File: src/rtl/multicycle_control_if.sv
// Control bundle between the multicycle controller and the RV32I datapath/memory.
// Latency: none, wires only.
// Backpressure: mem_ready stalls the controller while mem_req is high.
interface multicycle_control_if;
    // Instruction fields and datapath status
    logic [6:0]  opcode;
    logic [2:0]  funct3;
    logic [6:0]  funct7;
    logic        zero;
    logic        mem_ready;

    // Control outputs
    logic        mem_req;
    logic        mem_write;
    logic        adr_src;
    logic        ir_write;
    logic        pc_write;
    logic        reg_write;
    logic [1:0]  alu_src_a;
    logic [1:0]  alu_src_b;
    logic [1:0]  result_src;
    logic [3:0]  alu_control;
    logic        illegal;
    logic [31:0] cycle_cnt;
    logic [31:0] instret_cnt;

    // Controller side
    modport master (
        input  opcode, funct3, funct7, zero, mem_ready,
        output mem_req, mem_write, adr_src, ir_write, pc_write, reg_write,
               alu_src_a, alu_src_b, result_src, alu_control, illegal,
               cycle_cnt, instret_cnt
    );

    // Datapath / memory side
    modport slave (
        output opcode, funct3, funct7, zero, mem_ready,
        input  mem_req, mem_write, adr_src, ir_write, pc_write, reg_write,
               alu_src_a, alu_src_b, result_src, alu_control, illegal,
               cycle_cnt, instret_cnt
    );
endinterface

File: src/rtl/multicycle_control.sv
// Moore control FSM sequencing a multicycle RV32I subset datapath; MC_PERF_EN adds perf counters.
// Latency: LW 5, SW 4, ALU 4, branch 3, JAL 4 cycles, plus one per cycle of mem_ready low.
// Backpressure: FETCH/MEMREAD/MEMWRITE hold mem_req and address selects until mem_ready.
module multicycle_control (
    input  logic                 clk,
    input  logic                 reset,
    multicycle_control_if.master ctl_bus
);

    typedef enum logic [3:0] {
        S_FETCH    = 4'd0,
        S_DECODE   = 4'd1,
        S_MEMADR   = 4'd2,
        S_MEMREAD  = 4'd3,
        S_MEMWB    = 4'd4,
        S_MEMWRITE = 4'd5,
        S_EXECR    = 4'd6,
        S_EXECI    = 4'd7,
        S_ALUWB    = 4'd8,
        S_BRANCH   = 4'd9,
        S_JAL      = 4'd10,
        S_HALT     = 4'd11
    } state_t;

    localparam logic [6:0] OP_LOAD   = 7'b0000011;
    localparam logic [6:0] OP_STORE  = 7'b0100011;
    localparam logic [6:0] OP_RTYPE  = 7'b0110011;
    localparam logic [6:0] OP_ITYPE  = 7'b0010011;
    localparam logic [6:0] OP_BRANCH = 7'b1100011;
    localparam logic [6:0] OP_JAL    = 7'b1101111;

    localparam logic [3:0] ALU_ADD = 4'b0010;
    localparam logic [3:0] ALU_SUB = 4'b0110;
    localparam logic [3:0] ALU_AND = 4'b0000;
    localparam logic [3:0] ALU_OR  = 4'b0001;
    localparam logic [3:0] ALU_SLL = 4'b0011;
    localparam logic [3:0] ALU_SRL = 4'b0101;
    localparam logic [3:0] ALU_XOR = 4'b0100;
    localparam logic [3:0] ALU_SLT = 4'b0111;

    state_t      r_state;
    state_t      w_state_nxt;

    logic        w_mem_req;
    logic        w_mem_write;
    logic        w_adr_src;
    logic        w_ir_write;
    logic        w_pc_write;
    logic        w_reg_write;
    logic [1:0]  w_alu_src_a;
    logic [1:0]  w_alu_src_b;
    logic [1:0]  w_result_src;
    logic [3:0]  w_alu_control;
    logic [3:0]  w_alu_op;
    logic        w_illegal;

    // Only funct7[5] distinguishes SUB from ADD; the other bits carry no meaning here.
    logic        w_unused_funct7;
    assign w_unused_funct7 = ^{ctl_bus.funct7[6], ctl_bus.funct7[4:0]};

    // State register; reset parks the machine in FETCH.
    always_ff @(posedge clk or posedge reset) begin
        if (reset) r_state <= S_FETCH;
        else       r_state <= w_state_nxt;
    end

    // ALU operation for EXECR/EXECI; SUB only for register-register with funct7[5].
    always_comb begin
        w_alu_op = ALU_ADD;
        case (ctl_bus.funct3)
            3'b000:  w_alu_op = (r_state == S_EXECR && ctl_bus.funct7[5]) ? ALU_SUB : ALU_ADD;
            3'b001:  w_alu_op = ALU_SLL;
            3'b010:  w_alu_op = ALU_SLT;
            3'b100:  w_alu_op = ALU_XOR;
            3'b101:  w_alu_op = ALU_SRL;
            3'b110:  w_alu_op = ALU_OR;
            3'b111:  w_alu_op = ALU_AND;
            default: w_alu_op = ALU_ADD;
        endcase
    end

    // Next-state and Moore output decode.
    always_comb begin
        w_state_nxt   = r_state;
        w_mem_req     = 1'b0;
        w_mem_write   = 1'b0;
        w_adr_src     = 1'b0;
        w_ir_write    = 1'b0;
        w_pc_write    = 1'b0;
        w_reg_write   = 1'b0;
        w_alu_src_a   = 2'b00;
        w_alu_src_b   = 2'b00;
        w_result_src  = 2'b00;
        w_alu_control = ALU_ADD;
        w_illegal     = 1'b0;
        case (r_state)
            S_FETCH: begin
                w_mem_req    = 1'b1;
                w_alu_src_b  = 2'b10;
                w_result_src = 2'b10;
                if (ctl_bus.mem_ready) begin
                    w_ir_write  = 1'b1;
                    w_pc_write  = 1'b1;
                    w_state_nxt = S_DECODE;
                end
            end
            S_DECODE: begin
                // OldPC + imm lands in ALUOut for a later branch/jump.
                w_alu_src_a = 2'b01;
                w_alu_src_b = 2'b01;
                case (ctl_bus.opcode)
                    OP_LOAD, OP_STORE: w_state_nxt = S_MEMADR;
                    OP_RTYPE:  w_state_nxt = (ctl_bus.funct3 == 3'b011) ? S_HALT : S_EXECR;
                    OP_ITYPE:  w_state_nxt = (ctl_bus.funct3 == 3'b011) ? S_HALT : S_EXECI;
                    OP_BRANCH: w_state_nxt = (ctl_bus.funct3[2:1] == 2'b00) ? S_BRANCH : S_HALT;
                    OP_JAL:    w_state_nxt = S_JAL;
                    default:   w_state_nxt = S_HALT;
                endcase
            end
            S_MEMADR: begin
                w_alu_src_a = 2'b10;
                w_alu_src_b = 2'b01;
                w_state_nxt = ctl_bus.opcode[5] ? S_MEMWRITE : S_MEMREAD;
            end
            S_MEMREAD: begin
                w_mem_req = 1'b1;
                w_adr_src = 1'b1;
                if (ctl_bus.mem_ready) w_state_nxt = S_MEMWB;
            end
            S_MEMWB: begin
                w_result_src = 2'b01;
                w_reg_write  = 1'b1;
                w_state_nxt  = S_FETCH;
            end
            S_MEMWRITE: begin
                w_mem_req   = 1'b1;
                w_mem_write = 1'b1;
                w_adr_src   = 1'b1;
                if (ctl_bus.mem_ready) w_state_nxt = S_FETCH;
            end
            S_EXECR: begin
                w_alu_src_a   = 2'b10;
                w_alu_control = w_alu_op;
                w_state_nxt   = S_ALUWB;
            end
            S_EXECI: begin
                w_alu_src_a   = 2'b10;
                w_alu_src_b   = 2'b01;
                w_alu_control = w_alu_op;
                w_state_nxt   = S_ALUWB;
            end
            S_ALUWB: begin
                w_reg_write = 1'b1;
                w_state_nxt = S_FETCH;
            end
            S_BRANCH: begin
                // Compare via SUB; target was computed into ALUOut during DECODE.
                w_alu_src_a   = 2'b10;
                w_alu_control = ALU_SUB;
                w_pc_write    = ctl_bus.funct3[0] ? ~ctl_bus.zero : ctl_bus.zero;
                w_state_nxt   = S_FETCH;
            end
            S_JAL: begin
                // Jump to ALUOut while the ALU forms OldPC+4 for the link write.
                w_alu_src_a = 2'b01;
                w_alu_src_b = 2'b10;
                w_pc_write  = 1'b1;
                w_state_nxt = S_ALUWB;
            end
            S_HALT: begin
                w_illegal   = 1'b1;
                w_state_nxt = S_HALT;
            end
            default: w_state_nxt = S_FETCH;
        endcase
    end

    // Reset forces every output low immediately, including an in-flight store strobe.
    assign ctl_bus.mem_req     = w_mem_req   & ~reset;
    assign ctl_bus.mem_write   = w_mem_write & ~reset;
    assign ctl_bus.adr_src     = w_adr_src   & ~reset;
    assign ctl_bus.ir_write    = w_ir_write  & ~reset;
    assign ctl_bus.pc_write    = w_pc_write  & ~reset;
    assign ctl_bus.reg_write   = w_reg_write & ~reset;
    assign ctl_bus.alu_src_a   = w_alu_src_a   & {2{~reset}};
    assign ctl_bus.alu_src_b   = w_alu_src_b   & {2{~reset}};
    assign ctl_bus.result_src  = w_result_src  & {2{~reset}};
    assign ctl_bus.alu_control = w_alu_control & {4{~reset}};
    assign ctl_bus.illegal     = w_illegal   & ~reset;

`ifdef MC_PERF_EN
    logic [31:0] r_cycle_cnt;
    logic [31:0] r_instret_cnt;

    // Cycle and retire counters; an instruction retires when the FSM re-enters FETCH.
    always_ff @(posedge clk or posedge reset) begin
        if (reset) begin
            r_cycle_cnt   <= 32'd0;
            r_instret_cnt <= 32'd0;
        end else begin
            r_cycle_cnt <= r_cycle_cnt + 32'd1;
            if (w_state_nxt == S_FETCH && r_state != S_FETCH)
                r_instret_cnt <= r_instret_cnt + 32'd1;
        end
    end

    assign ctl_bus.cycle_cnt   = r_cycle_cnt;
    assign ctl_bus.instret_cnt = r_instret_cnt;
`else
    assign ctl_bus.cycle_cnt   = 32'h0;
    assign ctl_bus.instret_cnt = 32'h0;
`endif

endmodule

File: src/flat_wrapper.sv
// flat-port wrapper written by rule: the top's interface ports become plain ports
module multicycle_control_flat 
  (clk, reset, ctl_bus_opcode, ctl_bus_funct3, ctl_bus_funct7, ctl_bus_zero, ctl_bus_mem_ready, ctl_bus_mem_req, ctl_bus_mem_write, ctl_bus_adr_src, ctl_bus_ir_write, ctl_bus_pc_write, ctl_bus_reg_write, ctl_bus_alu_src_a, ctl_bus_alu_src_b, ctl_bus_result_src, ctl_bus_alu_control, ctl_bus_illegal, ctl_bus_cycle_cnt, ctl_bus_instret_cnt);
  multicycle_control_if ctl_bus_i ();
  input  logic clk;
  input  logic reset;
  input wire logic [$bits(ctl_bus_i.opcode)-1:0] ctl_bus_opcode;
  input wire logic [$bits(ctl_bus_i.funct3)-1:0] ctl_bus_funct3;
  input wire logic [$bits(ctl_bus_i.funct7)-1:0] ctl_bus_funct7;
  input wire logic [$bits(ctl_bus_i.zero)-1:0] ctl_bus_zero;
  input wire logic [$bits(ctl_bus_i.mem_ready)-1:0] ctl_bus_mem_ready;
  output wire logic [$bits(ctl_bus_i.mem_req)-1:0] ctl_bus_mem_req;
  output wire logic [$bits(ctl_bus_i.mem_write)-1:0] ctl_bus_mem_write;
  output wire logic [$bits(ctl_bus_i.adr_src)-1:0] ctl_bus_adr_src;
  output wire logic [$bits(ctl_bus_i.ir_write)-1:0] ctl_bus_ir_write;
  output wire logic [$bits(ctl_bus_i.pc_write)-1:0] ctl_bus_pc_write;
  output wire logic [$bits(ctl_bus_i.reg_write)-1:0] ctl_bus_reg_write;
  output wire logic [$bits(ctl_bus_i.alu_src_a)-1:0] ctl_bus_alu_src_a;
  output wire logic [$bits(ctl_bus_i.alu_src_b)-1:0] ctl_bus_alu_src_b;
  output wire logic [$bits(ctl_bus_i.result_src)-1:0] ctl_bus_result_src;
  output wire logic [$bits(ctl_bus_i.alu_control)-1:0] ctl_bus_alu_control;
  output wire logic [$bits(ctl_bus_i.illegal)-1:0] ctl_bus_illegal;
  output wire logic [$bits(ctl_bus_i.cycle_cnt)-1:0] ctl_bus_cycle_cnt;
  output wire logic [$bits(ctl_bus_i.instret_cnt)-1:0] ctl_bus_instret_cnt;
  assign ctl_bus_i.opcode = ctl_bus_opcode;
  assign ctl_bus_i.funct3 = ctl_bus_funct3;
  assign ctl_bus_i.funct7 = ctl_bus_funct7;
  assign ctl_bus_i.zero = ctl_bus_zero;
  assign ctl_bus_i.mem_ready = ctl_bus_mem_ready;
  assign ctl_bus_mem_req = ctl_bus_i.mem_req;
  assign ctl_bus_mem_write = ctl_bus_i.mem_write;
  assign ctl_bus_adr_src = ctl_bus_i.adr_src;
  assign ctl_bus_ir_write = ctl_bus_i.ir_write;
  assign ctl_bus_pc_write = ctl_bus_i.pc_write;
  assign ctl_bus_reg_write = ctl_bus_i.reg_write;
  assign ctl_bus_alu_src_a = ctl_bus_i.alu_src_a;
  assign ctl_bus_alu_src_b = ctl_bus_i.alu_src_b;
  assign ctl_bus_result_src = ctl_bus_i.result_src;
  assign ctl_bus_alu_control = ctl_bus_i.alu_control;
  assign ctl_bus_illegal = ctl_bus_i.illegal;
  assign ctl_bus_cycle_cnt = ctl_bus_i.cycle_cnt;
  assign ctl_bus_instret_cnt = ctl_bus_i.instret_cnt;
  multicycle_control u_core (.clk(clk), .reset(reset), .ctl_bus(ctl_bus_i));
endmodule
File: config.mk
export PLATFORM = sky130hd
export DESIGN_NAME = multicycle_control_flat
export DESIGN_NICKNAME = d
export VERILOG_FILES = /design/src/rtl/multicycle_control_if.sv /design/src/rtl/multicycle_control.sv /design/src/flat_wrapper.sv
export SDC_FILE = /design/constraint.sdc
export NUM_CORES = 1
export LEC_CHECK = 0
export ABC_AREA = 1
export CAP_MARGIN = 30
export CORE_MARGIN = 4
export CORE_UTILIZATION = 32
export DETAILED_ROUTE_END_ITERATION = 8
export PLACE_DENSITY = 0.79
export SYNTH_ARGS = -nofsm -noshare
export SYNTH_HDL_FRONTEND = slang
export SYNTH_SLANG_ARGS = --single-unit
File: constraint.sdc
create_clock -name clk -period 1.51 [get_ports clk]
set_clock_uncertainty 0.15 [all_clocks]
set_input_delay 0.2265 -clock clk [delete_from_list [all_inputs] [get_ports clk]]
set_output_delay 0.2265 -clock clk [all_outputs]
set_load 0.03 [all_outputs]
### Word level (Yosys, flattened, before mapping)

Cells that the tools add are included.

* flip-flop bits (word level): 4
* input port bits: 21
* output and inout bits: 81
* logic and storage cells: 80

* equality and inequality tests: 27
* mux-type cells: 24
* bitwise logic cells: 13
* reductions and logical operators: 15

Operators with widths (number)
* one-hot mux 4 bit (7 select lines): 2
* two-way mux 4 bit: 5
* one-hot mux 4 bit (5 select lines): 1
* == test 4 x 3 -> 1 bit (second input constant): 4
* == test 4 bit (second input constant): 4
* == test 7 x 6 -> 1 bit (second input constant): 2
* == test 7 bit (second input constant): 2
* == test 3 bit (second input constant): 4
* one-hot mux 2 bit (2 select lines): 3
* OR reduction 2 bit: 6
* OR reduction 3 bit: 3
* == test 4 x 2 -> 1 bit (second input constant): 2
* two-way mux 1 bit: 8
* one-hot mux 4 bit (2 select lines): 1
* bitwise AND 1 bit: 7
* == test 7 x 2 -> 1 bit (second input constant): 1
* == test 7 x 5 -> 1 bit (second input constant): 1
* bitwise AND 2 bit: 3
* == test 3 x 2 -> 1 bit (second input constant): 2
* two-way mux 3 bit: 2
* != test 2 bit (second input constant): 3
* bitwise AND 4 bit: 1
* == test 4 x 1 -> 1 bit (second input constant): 1
* logical NOT 4 bit: 1
* 9 further kinds: 10

### Logic depth before layout (Yosys ltp)

* depth after elaboration: 6
* mapped depth: 10
* mapped depth without buffers: 10

### Worst setup path before layout

No wires, ideal clock.

* kind: flip-flop to output port
* start: register u_core.r_state[3]
* end: output port ctl_bus_alu_control[0]
* arrival: 1392 ps
* required time: 1133 ps
* slack: -259 ps
* cell stages (with the launch flop): 4
* cells stage by stage: dfrtp_1 -> nor2_2 -> nand2_2 -> nor3_1

* word-level cells in the longest chain between the ends: 4
* elaborated cells on any way between the ends: 6
* those cells by class: eq/ne: 3; mux: 1; bitwise: 1; reduce/logical: 1

RTL lines
* from (decl): line multicycle_control.sv:41 `state_t r_state;`
* from (signal assigned): line multicycle_control.sv:64 `else r_state <= w_state_nxt;`
* == test 4 x 3 -> 1 bit: line multicycle_control.sv:96 `case (r_state)`
* OR reduction 2 bit (no line)
* one-hot mux 4 bit (2 select lines) (*): line multicycle_control.sv:96
* bitwise AND 4 bit (*): line multicycle_control.sv:188 `assign ctl_bus.alu_control = w_alu_control & {4{~reset}};`
* to (decl): line flat_wrapper.sv:21 `output wire logic [$bits(ctl_bus_i.alu_control)-1:0] ctl_bus_alu_control;`

Every way passes the cells marked *; elsewhere a longest branch is shown, timed or not.

### Worst setup path after layout

* start: register u_core.r_state[3]
* end: output port ctl_bus_alu_src_a[0]

* word-level cells in the longest chain between the ends: 4
* elaborated cells on any way between the ends: 10
* those cells by class: eq/ne: 6; mux: 1; bitwise: 1; reduce/logical: 2

RTL lines
* == test 4 bit, or another cell as far along: line multicycle_control.sv:96
* OR reduction 4 bit (no line) / OR reduction 2 bit (equally long branches)
* one-hot mux 2 bit (2 select lines) (*): line multicycle_control.sv:96
* bitwise AND 2 bit (*): line multicycle_control.sv:185 `assign ctl_bus.alu_src_a = w_alu_src_a & {2{~reset}};`
* to (decl): line flat_wrapper.sv:18 `output wire logic [$bits(ctl_bus_i.alu_src_a)-1:0] ctl_bus_alu_src_a;`

Marked as above.

==> metrics <==
status finished with violations; violations in the final reports negative setup slack; final setup violating endpoints 17; synthesized instance count 186; critical-path maximum fanout 4; clock tree from TritonCTS built; Critical Setup Path Class flip-flop to output pin; final critical-path share of the clock period 1.227; critical register-to-register path startpoint u_core.r_state[3]$_DFFE_PP0P_; fraction of layout cells with a size suffix above 1 0.4234; critical path startpoint category flip-flop; Seq cells post-synth 4; flip-flop count of the largest register, all copies and words added 4; Max Cap Viol 0; number of antenna violations at the first check in global routing 0; Antenna diodes 0; total of fill cells in the finished design 335; net count reported at finish 271; horizontal die dimension 67.91 um; Detailed Place HPWL 2.324 mm; routed len/inst 10.03 um; Die Y-Extent 67.91 um; number of hold violations in the final report 0; critical path launch point u_core.r_state[3]$_DFFE_PP0P_; Hold Crit Class primary input to async pin; Crit-path slowest cell sky130_fd_sc_hd__dfrtp_2; number of placed instances with taps included 285; design area 1754 sq um; GPL Wtd Cong 0.8621; crit-path max cell delay 0.44 ns; Top reg by flops u_core.r_state; total routing resource utilization after global routing 0.1099; pin count of the biggest net entering global routing 9; list of cells traversed by the critical path nor2_4 > inv_4 > buf_12 > nor2_8 > inv_2 > a21oi_2 > buf_6; vias in the first global route 927; floorplan core area 3390 sq um; clock period minus final worst setup slack 1.853 ns; source-to-sink clock delay at the later pin of the worst-skew pair 0.23 ns; instance area after placement 1468 sq um; Pleak 0.9331 nW; part of the Yosys area used for sequential elements 0.08715; top cell family by delay on the critical path flip-flops; Die Footprint 4612 sq um; clock input transition at the sequential cells of the worst setup and hold paths 0.04 ns; layout overhead on the synthesized area 52.72%; starting utilization of the core area 0.3389; register area 103.9 sq um; total number of vias 1125; antenna-violating nets left 0; number of remaining DRC errors 0; DRC marker count from the first detailed-route iteration 14; Yosys warning total 0; DP Worst Slack -0.2202 ns; Post-Syn Area per Cell 6.175 sq um; worst-case setup margin in the final layout -0.3432 ns; RSZ-0062 raised after global routing yes; FMAX 539.6 MHz; total count of max-transition violations in the final report 0; detailed-router iteration count before antenna repair 4; buffers plus inverters on the worst setup path 4; post-route insts no fill 294; wire length of the first global-routing pass 3.864 mm; Longest Clk Path Bufs 2; Port Buffers 30; Detailed Route WL 2.949 mm; endpoint class of the critical path output pin; power density cells 328.5 nW/um^2; critical path required time 1.13 ns; Sink Count 4; # H-tree levels 1; Max rail drop VDD 0.0001220 V; Placement Rows 21; I/O pin total 102; clock root buffer master sky130_fd_sc_hd__clkbuf_4; GRT Residual Overflow 0; number of distinct library cells after synthesis 25; number of buffers inserted during clock tree synthesis 3; endpoint arrival time on the critical path 1.48 ns; mean number of vias per cell 3.827; largest registers u_core.r_state: 4 flops; area taken by multi-input logic gates 888.4 sq um; Mapped Area 1149 sq um
[placed cells by master (no fill, tap or decap), drive strengths merged, types with 3 or more instances in the layout]
master	n
conb	65
a21oi	6
buf	47
nand2	35
nand3	7
o21ai	8
nor2	26
inv	24
dfrtp	4
clkbuf	3
clkdlybuf4s50	12
[through the flow]
step | hold WS (ns) | TNS [ns] | total power [mW] | util
floorplan | -0.1281 | -0.09088 | 0.4892 | -
finish | 0.3883 | -3.698 | 0.5763 | 0.5175
detailed placement | 0.5326 | -2.586 | 0.4296 | 0.4330
global route | 0.4492 | -4.862 | 0.6051 | 0.5175
CTS | 0.3620 | -3.639 | 0.5639 | 0.4618
global placement | 0.5251 | -2.269 | 0.4284 | 0.4330
[cells in the mapped netlist]
library cell,instances,area share
sky130_fd_sc_hd__buf_4,65,0.42
sky130_fd_sc_hd__nand2_1,30,0.098
sky130_fd_sc_hd__nor2_1,19,0.062
sky130_fd_sc_hd__inv_1,18,0.059
sky130_fd_sc_hd__a21oi_1,6,0.026
sky130_fd_sc_hd__inv_2,6,0.020
sky130_fd_sc_hd__nand3_1,6,0.026
sky130_fd_sc_hd__nand2_2,5,0.027
sky130_fd_sc_hd__nor2_2,5,0.027
sky130_fd_sc_hd__o21ai_1,5,0.022
sky130_fd_sc_hd__dfrtp_1,4,0.087
sky130_fd_sc_hd__a31oi_1,2,0.011
sky130_fd_sc_hd__o21ai_0,2,0.0087
sky130_fd_sc_hd__xnor2_1,2,0.015
sky130_fd_sc_hd__a22o_1,1,0.0076
sky130_fd_sc_hd__clkbuf_1,1,0.0033
sky130_fd_sc_hd__conb_1,1,0.0033
sky130_fd_sc_hd__nand3_2,1,0.0087
sky130_fd_sc_hd__nor2_4,1,0.0098
sky130_fd_sc_hd__nor2_8,1,0.017
sky130_fd_sc_hd__nor3_1,1,0.0044
sky130_fd_sc_hd__o211ai_2,1,0.011
sky130_fd_sc_hd__o21ai_2,1,0.0076
sky130_fd_sc_hd__o221ai_1,1,0.0076
sky130_fd_sc_hd__or2_1,1,0.0055
[final timing paths]
check                                                 to  slack [ns]  cells past startpoint
max in group asynchronous  u_core.r_state[3]$_DFFE_PP0P_        0.71                      3
max reg2reg                u_core.r_state[2]$_DFFE_PP0P_       -0.06                      9
min                        u_core.r_state[0]$_DFFE_PP0P_        0.39                      3
min reg2reg                u_core.r_state[3]$_DFFE_PP0P_        0.67                      3
min in group clk           u_core.r_state[2]$_DFFE_PP0P_        0.50                      7
max                                 ctl_bus_alu_src_a[0]       -0.34                      7
[final cells by class]
cell class | count | share of cell area
repair buffers | 61 | 0.3345
multi-input cells | 156 | 0.5064
well taps | 46 | 0.03281
flip-flops and latches | 4 | 0.05920
inverters | 24 | 0.05421
clock buffers | 3 | 0.01284
[report_power, final]
part / switching, mW / internal [mW]
sequential: 0 / 0.108
combinational: 0.273 / 0.0645
clock: 0.0422 / 0.0888
total: 0.315 / 0.261
[per-layer routing]
metal  track usage  vias up  wire (um)
met1        0.1191      496       1006
li1              -      563          -
met5             0        -          0
met2        0.2102       59       1640
met4       0.04963        0         51
met3       0.01314        7        250
[what timing repair did]
item	4_1_cts	5_1_grt
setup buffers	1	7
pin swaps	2	10
hold buffers	0	0
endpoints found under the setup margin	16	20
gates resized for setup	21	39
[worst min-delay path: cells and delay by family]
kind | cells | cell delay (ns)
buf+inv | 3 | 0.86
[cell families (layout without fill, tap and decap cells)]
family / count (synthesis) / in the layout / share of synthesized area
other: 1 / 65 / 0.003265
xor gates and xnor gates: 2 / 2 / 0.01525
DFF: 4 / 4 / 0.08715
AOI/OAI and AO/OA: 19 / 19 / 0.1013
and+or+nand+nor: 70 / 70 / 0.2865
buffers and inverters: 90 / 88 / 0.5065
(Power assumes the default switching activity.)
